## src/rtl/arbitro_memoria_dados.sv

```systemverilog
// Data-memory port arbiter between the MEM stage (default owner) and the UART debug/loader engine.
// The UART gets a one-cycle grant, followed by an ack cycle. A starvation counter forces a grant under heavy CPU traffic.
`timescale 1ns/1ps
module arbitro_memoria_dados #(
  parameter int unsigned ADDR_W     = 7,
  parameter int unsigned DATA_W     = 32,
  parameter int unsigned MAX_ESPERA = 8
) (
  input  logic              clock,
  input  logic              reset,
  input  logic              cpu_ler,
  input  logic              cpu_escrever,
  input  logic [ADDR_W-1:0] cpu_endereco,
  input  logic [DATA_W-1:0] cpu_dado_escrever,
  output logic [DATA_W-1:0] cpu_dado_ler,
  output logic              cpu_parada,
  input  logic              uart_req,
  input  logic              uart_escrever,
  input  logic [ADDR_W-1:0] uart_endereco,
  input  logic [DATA_W-1:0] uart_dado_escrever,
  output logic              uart_ack,
  output logic [DATA_W-1:0] uart_dado_ler,
  output logic              mem_ler,
  output logic              mem_escrever,
  output logic [ADDR_W-1:0] mem_endereco,
  output logic [DATA_W-1:0] mem_dado_escrever,
  input  logic [DATA_W-1:0] mem_dado_ler
);

  localparam int unsigned ESPERA_W = 8;
  localparam logic [ESPERA_W-1:0] ESPERA_MAX = ESPERA_W'(MAX_ESPERA);

  typedef enum logic [1:0] {
    ST_CPU  = 2'd0,
    ST_UART = 2'd1,
    ST_ACK  = 2'd2
  } estado_t;

  estado_t             estado, estado_prox;
  logic [ESPERA_W-1:0] espera, espera_prox;
  logic                ack_prox;
  logic [DATA_W-1:0]   dado_prox;
  logic                cpu_acesso;

  assign cpu_acesso   = cpu_ler | cpu_escrever;
  assign cpu_dado_ler = mem_dado_ler;

  // State, starvation counter and registered UART outputs
  always_ff @(posedge clock) begin
    if (reset) begin
      estado        <= ST_CPU;
      espera        <= '0;
      uart_ack      <= 1'b0;
      uart_dado_ler <= '0;
    end else begin
      estado        <= estado_prox;
      espera        <= espera_prox;
      uart_ack      <= ack_prox;
      uart_dado_ler <= dado_prox;
    end
  end

  // Next state, port mux and stall
  always_comb begin
    estado_prox       = estado;
    espera_prox       = espera;
    ack_prox          = 1'b0;
    dado_prox         = uart_dado_ler;
    cpu_parada        = 1'b0;
    mem_ler           = cpu_ler;
    mem_escrever      = cpu_escrever;
    mem_endereco      = cpu_endereco;
    mem_dado_escrever = cpu_dado_escrever;

    unique case (estado)
      ST_CPU: begin
        if (uart_req && cpu_acesso && (espera != ESPERA_MAX)) begin
          espera_prox = espera + ESPERA_W'(1);
        end
        if (uart_req && (!cpu_acesso || (espera == ESPERA_MAX))) begin
          estado_prox = ST_UART;
          espera_prox = '0;
        end
      end
      ST_UART: begin
        mem_endereco      = uart_endereco;
        mem_dado_escrever = uart_dado_escrever;
        cpu_parada        = cpu_acesso;
        espera_prox       = '0;
        if (uart_req) begin
          mem_ler      = ~uart_escrever;
          mem_escrever = uart_escrever;
          ack_prox     = 1'b1;
          estado_prox  = ST_ACK;
          if (!uart_escrever) begin
            dado_prox = mem_dado_ler;
          end
        end else begin
          // Request vanished before the grant: release the port without an ack
          mem_ler      = 1'b0;
          mem_escrever = 1'b0;
          estado_prox  = ST_CPU;
        end
      end
      ST_ACK: begin
        estado_prox = ST_CPU;
      end
      default: begin
        estado_prox = ST_CPU;
      end
    endcase

    if (reset) begin
      mem_ler      = 1'b0;
      mem_escrever = 1'b0;
    end
  end

endmodule
```

## config.mk

```make
export PLATFORM = sky130hd
export DESIGN_NAME = arbitro_memoria_dados
export DESIGN_NICKNAME = d
export VERILOG_FILES = /design/src/rtl/arbitro_memoria_dados.sv
export SDC_FILE = /design/constraint.sdc
export NUM_CORES = 1
export LEC_CHECK = 0
export BUFFER_PORTS_ARGS = -buffer_cell sky130_fd_sc_hd__buf_2
export CORE_AREA = 2 2 86 88
export CTS_BUF_LIST = sky130_fd_sc_hd__clkbuf_4 sky130_fd_sc_hd__clkbuf_8
export CTS_CLUSTER_DIAMETER = 30
export DETAILED_ROUTE_END_ITERATION = 8
export DIE_AREA = 0 0 88 90
export GPL_ROUTABILITY_DRIVEN = 0
export GPL_TIMING_DRIVEN = 0
export PLACE_DENSITY = 0.76
export SYNTH_ARGS = -nofsm -noshare
export SYNTH_HDL_FRONTEND = slang
export SYNTH_SLANG_ARGS = --single-unit
```

## constraint.sdc

```tcl
create_clock -name clock -period 2.1 [get_ports clock]
set_input_delay 0.105 -clock clock [delete_from_list [all_inputs] [get_ports clock]]
set_output_delay 0.105 -clock clock [all_outputs]
set_load 0.05 [all_outputs]
```

# Word level (Yosys, flattened, before mapping)
# Index checks and enable logic that the tools add are counted.
# word_totals
wordCells	39
input_bits	116
reg_bits	43
output_inout_bits	107
# op_classes
muxes	16
n_eq_ne	5
bitwise_logic	3
n_reduce_logical	10
add_sub_neg	1
# op_table
cell	count
2-to-1 mux 32 bit	1
2-to-1 mux 8 bit	2
one-hot mux 8 bit (2 select lines)	1
adder 8 x 1 -> 8 bit, second input constant	1
equality test 8 x 4 -> 1 bit, second input constant	1
2-to-1 mux 1 bit	8
inequality test 8 x 4 -> 1 bit, second input constant	1
2-to-1 mux 7 bit	1
2-to-1 mux 2 bit	2
one-hot mux 2 bit (2 select lines)	1
logical AND 1 bit	3
inequality test 3 bit, second input constant	1
AND reduction 3 bit	1
equality test 2 x 1 -> 1 bit, second input constant	1
zero test 2 bit	1
inequality test 2 bit, second input constant	1
inverter 1 bit	2
AND reduction 2 bit	1
nonzero test 2 bit	1
OR reduction 2 bit	1
zero test 1 bit	1
logical OR 1 bit	1
bitwise OR 1 bit	1

# Logic depth before layout (Yosys ltp)
# depth
ltp_word	6
ltp_mapped	6
depth_no_buf	6

# Worst setup path after synthesis
# OpenSTA, ideal clock, no wires.
# synth_timing
path_kind	register to output
start	reg estado[0]
end	out mem_escrever
stages_incl_launch_ff	6
setup_slack_ns	0.159
path_buffers	2
arrival_ns	1.836
required_time_ns	1.995
cell_sequence	dfxtp_1 > nor2b_1 > clkbuf_1 > clkbuf_1 > nand3_1 > a21oi_1
# synth_between
elab_chain_cells	3
# synth_lines
element	line	text
from (decl)	39	estado_t estado, estado_prox;
from (signal assigned)	56	estado <= estado_prox;
equality test 2 x 1 -> 1 bit	75	unique case (estado)
2-to-1 mux 1 bit	75	
2-to-1 mux 1 bit	113	if (reset) begin
to (decl)	24	output logic mem_escrever,
# No other way between the ends.

# Final worst setup path
# Ends and elaborated chain as after synthesis.

==> run_results.csv <==
group,metric,value,unit
routing,wire_per_inst,11.9,µm
routing,ant_nets,0,
routing,drc,0,
global_routing,grt_pass1_vias,2905,
power_and_ir_drop,p_seq_share,40.8,%
worst_setup_path,r2r-start,"espera[0]",
clocking,cts_tree,"yes",
synth,yosys.cell_types.count,28,
routing,dr.pass1.iters,5,
floorplan,core,7020,µm²
flow_run,drv_cap,0,
cells_and_area,nFillCells,708,
worst_setup_path,critPathLaunchType,"flop",
clocking,ctsResizeCount,1,
synth,ys.flop_type,"dfxtp_1",
synth,synthCells,372,
hold_path,hold_depth,3,
power_and_ir_drop,p_leak,2.06,nW
hold_path,min-delay-start,"mem_dado_ler[12]",
cells_and_area,layout-drive-gt1-share,46.0,%
global_routing,grt_pass1_wl,12700,µm
sta,finalSetupTns,0,ns
cells_and_area,area_growth,55.3,%
placement,io_buffer_count,222,
routing,finalWirelength,8310,µm
worst_setup_path,r2r-end,"espera[4]",
synth,muxShareOfSynthArea,0,%
cells_and_area,antennaDiodeCount,0,
worst_setup_path,worstSetupEndpointType,"primary output",
synth,synth_edf_count,0,
global_routing,grt_start_max_net_pins,14,
sta,fmax,0.507,GHz
cells_and_area,final_cell_mix,"buf_2, nand2_1, dfxtp_1",
hold_path,min_to,"uart_dado_ler[12]",
sta,tightest_slew,0.598,ns
clocking,post_cts.repair.setup_buffers,0,
power_and_ir_drop,power.switching,773,µW
floorplan,die_w,88,µm
clocking,ctsHoldBuffers,0,
cells_and_area,num-nets-final,719,
power_and_ir_drop,peakVddDrop,0.386,mV
clocking,root_buffer,"clkbuf_8",
sta,finalSetupViolations,0,
placement,dp_hpwl,6860,µm
cells_and_area,regArea,861,µm²
sta,rsz0062_at_grt,"false",
sta,slew_headroom,60.1,%
synth,synth.avg_cell_area,6.50,µm²
synth,synth_xor_area_share,0.724,%
synth,synthAdderAreaFrac,1.03,%
synth,synth_seq_cells,43,
worst_setup_path,cp_cell_sequence,"nor2b_1 > clkbuf_1 > clkbuf_4 > nand3_1 > a21oi_1 > clkbuf_4",
worst_setup_path,crit_top_cell,"clkbuf_4",
worst_setup_path,criticalPathCategory,"flop to primary output",
routing,drtIter0Drc,121,
worst_setup_path,worstRegToRegCells,6,
floorplan,core.rowCount,31,
worst_setup_path,rrSetupSlack,0.35,ns
synth,synth-compound-area-share,12.7,%
worst_setup_path,required,2.00,ns
sta,slew_viol_final,0,
floorplan,dieHeight,90,µm
clocking,worst_skew_pair.late_latency,0.28,ns
power_and_ir_drop,pwr-share-clk,24.4,%
synth,yosysWarnings,0,
routing,drt-vias-per-instance,4.46,
floorplan,design.die.area,7920,µm²
hold_path,holdCritPathClass,"input port to flop",
synth,synth_top_family_by_area,"simple AND/OR/NAND/NOR gates",
sta,final_hold_viol_count,0,
worst_setup_path,critPathArrivalTime,1.87,ns
synth,synth_nets,490,
synth,seq_area_frac_synth,35.6,%
worst_setup_path,slowest_stage,"dfxtp_1",
power_and_ir_drop,combPwrFrac,34.8,%
cells_and_area,final_common_cell,"buf_2",
global_routing,antenna_found_initial,0,
floorplan,initial_core_util,34.5,%
floorplan,ios,223,
power_and_ir_drop,internal_power,1.27,mW
sta,fin_crit,1.97,ns
routing,via_count,3128,
worst_setup_path,cp_max_fo,10,
clocking,clock_sinks,43,
synth,synthSimpleGateAreaFrac,35.6,%
clocking,clk_path_buf_depth,2,
power_and_ir_drop,p_total,2.05,mW
power_and_ir_drop,pwr_density_cell,545,nW/µm²
worst_setup_path,slowest_delay,0.41,ns
synth,ys_async_sr_fraction,0,%
clocking,numCtsBuffers,5,
sta,skew,0.00676,ns
cells_and_area,multi_input_area,1210,µm²
global_routing,grt.total_usage,19.6,%
status,status,"complete, no violations",
clocking,htree_levels,2,
sta,period_share,94.0,%
synth,synth_area,2420,µm²
global_routing,overflow,0,
clocking,path_clk_slew,0.09,ns
sta,hold_ws,0.0583,ns
power_and_ir_drop,switching_share,37.8,%
## layout make-up
cell class | count | area share, %
plain buffers | 53 | 8.93
multi-input cells | 270 | 32.3
well taps | 99 | 3.30
clock inverters | 3 | 0.400
inverters | 6 | 0.600
flip-flops and latches | 43 | 22.9
repair buffers | 222 | 29.7
clock buffers | 5 | 1.83
## synth_stat cells (3+ instances only)
master | count | area share, %
dfxtp_1 | 43 | 36
buf_4 | 32 | 9.9
clkbuf_1 | 18 | 2.8
inv_1 | 6 | 0.93
nor2_1 | 8 | 1.2
nand2_1 | 186 | 29
a31oi_1 | 4 | 1.0
nand3_1 | 6 | 1.2
a21oi_1 | 39 | 8.1
o211ai_1 | 4 | 1.2
buf_2 | 3 | 0.62
## cells by family after synthesis
kind of cell / Yosys count
AND/OR/NAND/NOR: 213
buffers and inverters: 59
AO/OA/AOI/OAI: 53
flip-flops: 43
XOR/XNOR: 2
adder cells (fa/ha/maj): 2
## worst max path at each step
stage | startpoint | to | depth (start not counted)
detailed placement | estado[0] | mem_escrever | 6
floorplan | estado[0] | mem_escrever | 5
global route | estado[0] | mem_escrever | 6
CTS | estado[0] | mem_escrever | 6
global placement | estado[0] | mem_escrever | 6
finish | estado[0] | mem_escrever | 6
## critical path, delay by kind of cell, from the launching register on
| family | cells | cell delay (ns) |
|---|---|---|
| compound gates | 1 | 0.15 |
| buf+inv | 3 | 0.78 |
| flops | 1 | 0.41 |
| simple gates | 2 | 0.26 |
## routing by layer
layer | global-route usage (%) | part of all wire [%] | up-vias
li1 | - | - | 1609
met1 | 23.0 | 42 | 1380
met2 | 34.2 | 50 | 121
met3 | 5.14 | 6.6 | 18
met4 | 6.41 | 2.0 | 0
met5 | 0 | 0 | -
## registers in the layout, indices dropped and copies added (netlist names)
name / cells
uart_dado_ler: 32
estado: 2
uart_ack: 1
espera: 8
## power groups by stage
stage | Combinational, mW | Clock (mW) | Sequential, mW
floorplan | 0.468 | 0 | 0.867
global placement | 0.706 | 0 | 0.852
detailed placement | 0.709 | 0 | 0.853
CTS | 0.712 | 0.512 | 0.833
global route | 0.752 | 0.545 | 0.836
finish | 0.712 | 0.499 | 0.834
## through the flow
step	std cells	area (µm²)	setup WS, ns	utilization [%]
CTS	701	3740	0.0333	53.3
floorplan	372	2420	0.159	-
global route	701	3750	0.000524	53.5
detailed placement	693	3650	0.205	52.0
finish	701	3750	0.126	53.5
global placement	693	3650	0.183	52.0
(Power assumes the default switching activity.)
